$ cat config.mk
export PLATFORM = sky130hd
export DESIGN_NAME = alu_arbiter
export DESIGN_NICKNAME = d
export VERILOG_FILES = /design/src/rtl/alu_arb_pkg.sv /design/src/rtl/alu_core.sv /design/src/rtl/alu_arbiter.sv
export SDC_FILE = /design/constraint.sdc
export NUM_CORES = 1
export LEC_CHECK = 0
export BUFFER_PORTS_ARGS = -buffer_cell sky130_fd_sc_hd__buf_4
export CELL_PAD_IN_SITES_DETAIL_PLACEMENT = 1
export CELL_PAD_IN_SITES_GLOBAL_PLACEMENT = 2
export CORE_MARGIN = 8
export CORE_UTILIZATION = 34
export DETAILED_ROUTE_END_ITERATION = 10
export PLACE_DENSITY = 0.88
export SLEW_MARGIN = 40
export SYNTH_ARGS = -nofsm -noshare
export SYNTH_HDL_FRONTEND = slang
export SYNTH_HIERARCHICAL = 1
export SYNTH_SLANG_ARGS = --single-unit
$ cat constraint.sdc
create_clock -name clk -period 3.8 [get_ports clk]
set_input_delay 0.19 -clock clk [delete_from_list [all_inputs] [get_ports clk]]
set_output_delay 0.19 -clock clk [all_outputs]
set_load 0.03 [all_outputs]
$ cat src/rtl/alu_arb_pkg.sv
// alu_arb_pkg: definitions shared by the two-requester ALU arbiter.
//   OP_NOT/OP_AND/OP_OR/OP_ADD : 2-bit opcode values
//   state_e                    : arbiter FSM state type (IDLE=0, EXEC=1, RESP=2)
package alu_arb_pkg;

  localparam logic [1:0] OP_NOT = 2'd0;
  localparam logic [1:0] OP_AND = 2'd1;
  localparam logic [1:0] OP_OR  = 2'd2;
  localparam logic [1:0] OP_ADD = 2'd3;

  typedef enum logic [1:0] {
    IDLE = 2'd0,
    EXEC = 2'd1,
    RESP = 2'd2
  } state_e;

endpackage

$ cat src/rtl/alu_core.sv
// alu_core: purely combinational ALU shared by both requesters.
//   op    in  : opcode (OP_NOT, OP_AND, OP_OR, OP_ADD)
//   a, b  in  : operands
//   data  out : result
//   carry out : carry-out, only non-zero for OP_ADD
module alu_core
  import alu_arb_pkg::*;
#(
  parameter int DATA_W = 4
) (
  input  logic [1:0]        op,
  input  logic [DATA_W-1:0] a,
  input  logic [DATA_W-1:0] b,
  output logic [DATA_W-1:0] data,
  output logic              carry
);

  logic [DATA_W:0] sum;

  always_comb begin
    sum   = {1'b0, a} + {1'b0, b};
    data  = '0;
    carry = 1'b0;
    case (op)
      OP_NOT: data = ~b;
      OP_AND: data = a & b;
      OP_OR:  data = a | b;
      OP_ADD: {carry, data} = sum;
      default: data = '0;
    endcase
  end

endmodule

$ cat src/rtl/alu_arbiter.sv
// alu_arbiter: round-robin arbiter letting two requesters share one ALU.
// One operation is in flight at a time: accept (IDLE) -> compute (EXEC)
// -> hold the response until the granted requester takes it (RESP).
//
// Ports:
//   clk, rst_n                  : clock, asynchronous active-low reset
//   req_valid / req_ready [1:0] : per-requester request handshake
//   req_op0/1, req_a0/1, req_b0/1 : opcode and operands per requester
//   rsp_valid / rsp_ready [1:0] : per-requester response handshake (one-hot valid)
//   rsp_data, rsp_carry         : shared result bus, holds last result
//   busy                        : high whenever the FSM is not IDLE
//   grant_cnt0/1                : saturating acceptance counters, present only
//                                 when ALU_ARB_PERF_EN is defined
//
// state | meaning
// ------+------------------------------------------------------------
// IDLE  | no operation in flight, offering req_ready to the grantee
// EXEC  | operands latched, ALU result registered at the end of cycle
// RESP  | rsp_valid to grantee, waiting for its rsp_ready
module alu_arbiter
  import alu_arb_pkg::*;
#(
  parameter int DATA_W = 4,
  parameter int CNT_W  = 8
) (
  input  logic              clk,
  input  logic              rst_n,
  input  logic [1:0]        req_valid,
  output logic [1:0]        req_ready,
  input  logic [1:0]        req_op0,
  input  logic [1:0]        req_op1,
  input  logic [DATA_W-1:0] req_a0,
  input  logic [DATA_W-1:0] req_b0,
  input  logic [DATA_W-1:0] req_a1,
  input  logic [DATA_W-1:0] req_b1,
  output logic [1:0]        rsp_valid,
  input  logic [1:0]        rsp_ready,
  output logic [DATA_W-1:0] rsp_data,
  output logic              rsp_carry,
  output logic              busy
`ifdef ALU_ARB_PERF_EN
  ,
  output logic [CNT_W-1:0]  grant_cnt0,
  output logic [CNT_W-1:0]  grant_cnt1
`endif
);

  state_e            state_q, state_d;
  logic              gnt_q, gnt_d;
  logic              last_q, last_d;
  logic [1:0]        op_q, op_d;
  logic [DATA_W-1:0] a_q, a_d;
  logic [DATA_W-1:0] b_q, b_d;
  logic [DATA_W-1:0] data_q, data_d;
  logic              carry_q, carry_d;

  logic              sel;
  logic              accept;
  logic [DATA_W-1:0] alu_data;
  logic              alu_carry;

  alu_core #(.DATA_W(DATA_W)) u_alu_core (
    .op    (op_q),
    .a     (a_q),
    .b     (b_q),
    .data  (alu_data),
    .carry (alu_carry)
  );

  // On a tie the requester that was not granted last time wins; otherwise
  // the single valid requester wins. rst_n gates ready so nothing can be
  // handed over while reset is asserted.
  always_comb begin
    sel       = (req_valid == 2'b11) ? ~last_q : req_valid[1];
    accept    = rst_n && (state_q == IDLE) && (req_valid != 2'b00);
    req_ready = accept ? (sel ? 2'b10 : 2'b01) : 2'b00;
  end

  always_comb begin
    state_d = state_q;
    gnt_d   = gnt_q;
    last_d  = last_q;
    op_d    = op_q;
    a_d     = a_q;
    b_d     = b_q;
    data_d  = data_q;
    carry_d = carry_q;
    unique case (state_q)
      IDLE: begin
        if (accept) begin
          state_d = EXEC;
          gnt_d   = sel;
          last_d  = sel;
          op_d    = sel ? req_op1 : req_op0;
          a_d     = sel ? req_a1  : req_a0;
          b_d     = sel ? req_b1  : req_b0;
        end
      end
      EXEC: begin
        data_d  = alu_data;
        carry_d = alu_carry;
        state_d = RESP;
      end
      RESP: begin
        if (rsp_ready[gnt_q]) state_d = IDLE;
      end
      default: state_d = IDLE;
    endcase
  end

  always_ff @(posedge clk or negedge rst_n) begin
    if (!rst_n) begin
      state_q <= IDLE;
      gnt_q   <= 1'b0;
      last_q  <= 1'b1;
      op_q    <= 2'd0;
      a_q     <= '0;
      b_q     <= '0;
      data_q  <= '0;
      carry_q <= 1'b0;
    end else begin
      state_q <= state_d;
      gnt_q   <= gnt_d;
      last_q  <= last_d;
      op_q    <= op_d;
      a_q     <= a_d;
      b_q     <= b_d;
      data_q  <= data_d;
      carry_q <= carry_d;
    end
  end

  assign rsp_valid = (state_q == RESP) ? (gnt_q ? 2'b10 : 2'b01) : 2'b00;
  assign rsp_data  = data_q;
  assign rsp_carry = carry_q;
  assign busy      = (state_q != IDLE);

`ifdef ALU_ARB_PERF_EN
  logic [CNT_W-1:0] cnt0_q, cnt0_d;
  logic [CNT_W-1:0] cnt1_q, cnt1_d;

  always_comb begin
    cnt0_d = cnt0_q;
    cnt1_d = cnt1_q;
    if (accept && !sel && (cnt0_q != '1)) cnt0_d = cnt0_q + CNT_W'(1);
    if (accept &&  sel && (cnt1_q != '1)) cnt1_d = cnt1_q + CNT_W'(1);
  end

  always_ff @(posedge clk or negedge rst_n) begin
    if (!rst_n) begin
      cnt0_q <= '0;
      cnt1_q <= '0;
    end else begin
      cnt0_q <= cnt0_d;
      cnt1_q <= cnt1_d;
    end
  end

  assign grant_cnt0 = cnt0_q;
  assign grant_cnt1 = cnt1_q;
`endif

endmodule
==> impl_metrics.json <==
{
  "residual_overflow_from_global_routing": 0,
  "finalHoldViolCount": 0,
  "p_per_area_nw_per_um2": 796.1,
  "power_leakage_nw": 0.7238,
  "synth-edff-count": 0,
  "post_synth_inst_count": 106,
  "detailed_place.area_sq_um": 1494,
  "drc": 0,
  "global_route_total_usage_across_every_layer_pct": 10.95,
  "global_route_wire_length_before_repair_um": 4857,
  "cts-root-buf": "clkbuf_4",
  "total_number_of_nets_in_the_final_design": 176,
  "setup.worst_path.start_class": "primary input",
  "placement.io_buffers": 35,
  "cts.sinks": 19,
  "mappedNetlistArea_sq_um": 1215,
  "path_max_fanout": 20,
  "post-route-period-util_pct": 62.53,
  "final.setup_skew_ns": 0.002178,
  "synth_nets": 141,
  "route.vias.total": 919,
  "fraction_of_layout_cells_with_a_size_suffix_above_1_pct": 39.29,
  "hold_path.class": "primary input to flip-flop",
  "max_slew_margin_pct": 48.87,
  "diodes": 0,
  "syn-mean-instance-area_sq_um": 11.46,
  "status": "completed",
  "hold_depth": 2,
  "netlist_top_cells_area": "dfrtp_1 (37%), ha_1 (8.2%), o221a_1 (7.4%)",
  "pin_count_of_the_biggest_net_entering_global_routing": 21,
  "initial_drt_markers": 25,
  "fp-row-count": 21,
  "wl_um": 2832,
  "first_pass_iters": 4,
  "synthDistinctLibCells": 33,
  "share_of_synthesized_area_occupied_by_flip_flops_and_latches_pct": 39.24,
  "wl_per_cell_um": 15.23,
  "hpwl_um": 2341,
  "worstSetupPathType": "primary input to primary output",
  "die_x_um": 75.78,
  "postSynth.asyncResetShare_pct": 100.0,
  "cts_max_level": 1,
  "highest_count_cells_in_the_layout_ignoring_fill_and_taps": "buf_4 (35), dfrtp_1 (18), inv_1 (16)",
  "end_kind": "primary output",
  "io_pins": 36,
  "clock_latency_on_the_worst_skew_pair_ns": 0.30,
  "ir_worst_vdd_mv": 0.2167,
  "vias_per_cell": 4.941,
  "clk_pin_slew_worst_paths_ns": 0.11,
  "unrepaired_setup_endpoints_after_global_routing": "no",
  "tritoncts": "built",
  "ys_dominant_reg_cell": "dfrtp_1",
  "numCtsBuffers": 3,
  "final_area_sq_um": 1531,
  "die_h_um": 75.78,
  "postRouteAntennaNets": 0,
  "finalPower_mw": 1.219,
  "finalSetupViolCount": 0,
  "final.setup.tns_ns": 0,
  "finalHoldWorstSlack_ns": 0.1389,
  "synthToLayoutAreaGrowth_pct": 26.06,
  "finalCriticalPeriod_ns": 2.376,
  "ys.warnings.count": 6,
  "worst-r2r-cell-count": 7,
  "synth_top_area_share_pct": 37.08,
  "clock_path_buffers": 2,
  "core_area_sq_um": 3390,
  "cap_viol_max_count": 0,
  "floorplan.initialDensity_pct": 35.84,
  "grt_antenna_before_repair": 0,
  "die_area_sq_um": 5742,
  "gp_congestion": 0.7782,
  "layout_commonest_cell": "buf_4",
  "via_count_of_the_first_global_routing_pass": 1076,
  "yosys_register_bits": 19,
  "worst_ep_arrival_time_ns": 2.19,
  "largest_area_contributor_in_the_netlist": "dfrtp_1",
  "cp_data_required_time_ns": 3.61,
  "report.final.slew_viol_count": 0,
  "tightestPinTransition_ns": 0.7652,
  "clock.fmax_ghz": 0.4208
}
==> power breakdown <==
group,switching (mW),internal [mW],total [mW]
Sequential,0.100,0.301,0.401
Clock,0.0676,0.0393,0.107
Combinational,0.345,0.366,0.711
==> registers in the layout (all words and copies together) (netlist names) <==
name / flops
state_q: 2
last_q: 1
b_q: 4
rsp_carry: 1
op_q: 2
rsp_data: 4
gnt_q: 1
a_q: 4
==> per-stage QoR <==
stage	utilization [%]	worst slack, ns	cells
after floorplan	-	1.902	106
after global placement	44.08	1.842	181
after detailed placement	44.08	1.764	181
after CTS	45.18	1.370	186
after global routing	45.18	1.259	186
final	45.18	1.424	186
==> cell families (layout without fill, tap and decap cells) <==
group                    Yosys count  in the layout  share of synthesized area, %
XOR/XNOR                           2              2                         1.442
flip-flops                        19             19                         39.24
buffers and inverters             22             56                         8.341
AO/OA/AOI/OAI                     22             22                         16.38
adder cells (fa/ha/maj)            9              9                         9.887
AND/OR/NAND/NOR                   23             23                         13.29
multiplexers                       9              9                         11.43
==> routing by layer <==
layer | share of wire (%) | GRT usage (%) | vias to the layer above
met3 | 4.1 | 1.974 | 5
met5 | 0 | 0 | -
li1 | - | - | 441
met2 | 50 | 18.92 | 29
met4 | 1.8 | 5.117 | 0
met1 | 44 | 12.70 | 444
==> worst paths after layout <==
check / slack (ns) / from / end
setup / recovery: 1.42 / rst_n / req_ready[0]
hold / removal: 0.14 / req_op0[1] / op_q[1]$_DFFE_PN0P_
setup reg to reg: 1.77 / b_q[1]$_DFFE_PN0P_ / rsp_data[3]$_DFFE_PN0N_
hold reg to reg: 0.52 / rsp_data[0]$_DFFE_PN0N_ / rsp_data[0]$_DFFE_PN0N_
max in group asynchronous: 3.24 / rst_n / last_q$_DFFE_PN1P_
min in group asynchronous: 0.28 / rst_n / gnt_q$_DFFE_PN0P_
==> Yosys cell counts (all sizes together) (2+ instances only) <==
| master | instances |
|---|---|
| a21oi | 4 |
| buf | 5 |
| dfrtp | 18 |
| ha | 8 |
| inv | 16 |
| mux2 | 6 |
| mux4 | 3 |
| nand2b | 2 |
| nand3b | 10 |
| nor2 | 4 |
| o21a | 2 |
| o21ai | 2 |
| o221a | 10 |
| xnor2 | 2 |
==> what timing repair did <==
item,CTS,global route
endpoints found under the hold margin,19,0
setup endpoints to repair,0,0
setup buffers,0,0
hold buffers,1,0
resized for setup,0,0
==> cell type report <==
cell class	count	area, sq um
inverter	16	60.06
sequential	19	476.7
clock buffer	3	22.52
timing repair buffer	36	272.8
clock inverter	1	5.005
multi-input combinational	65	636.9
tap	46	57.56
fill	377	1858
==> critical path, cell delays in order <==
cell and delay [ns]:
dlygate4sd3_1 0.53, buf_4 0.27, nor3b_4 0.55, nand3_2 0.36
inv_1 0.12, buf_4 0.17
Note: power is estimated with default switching activity, not from simulation.
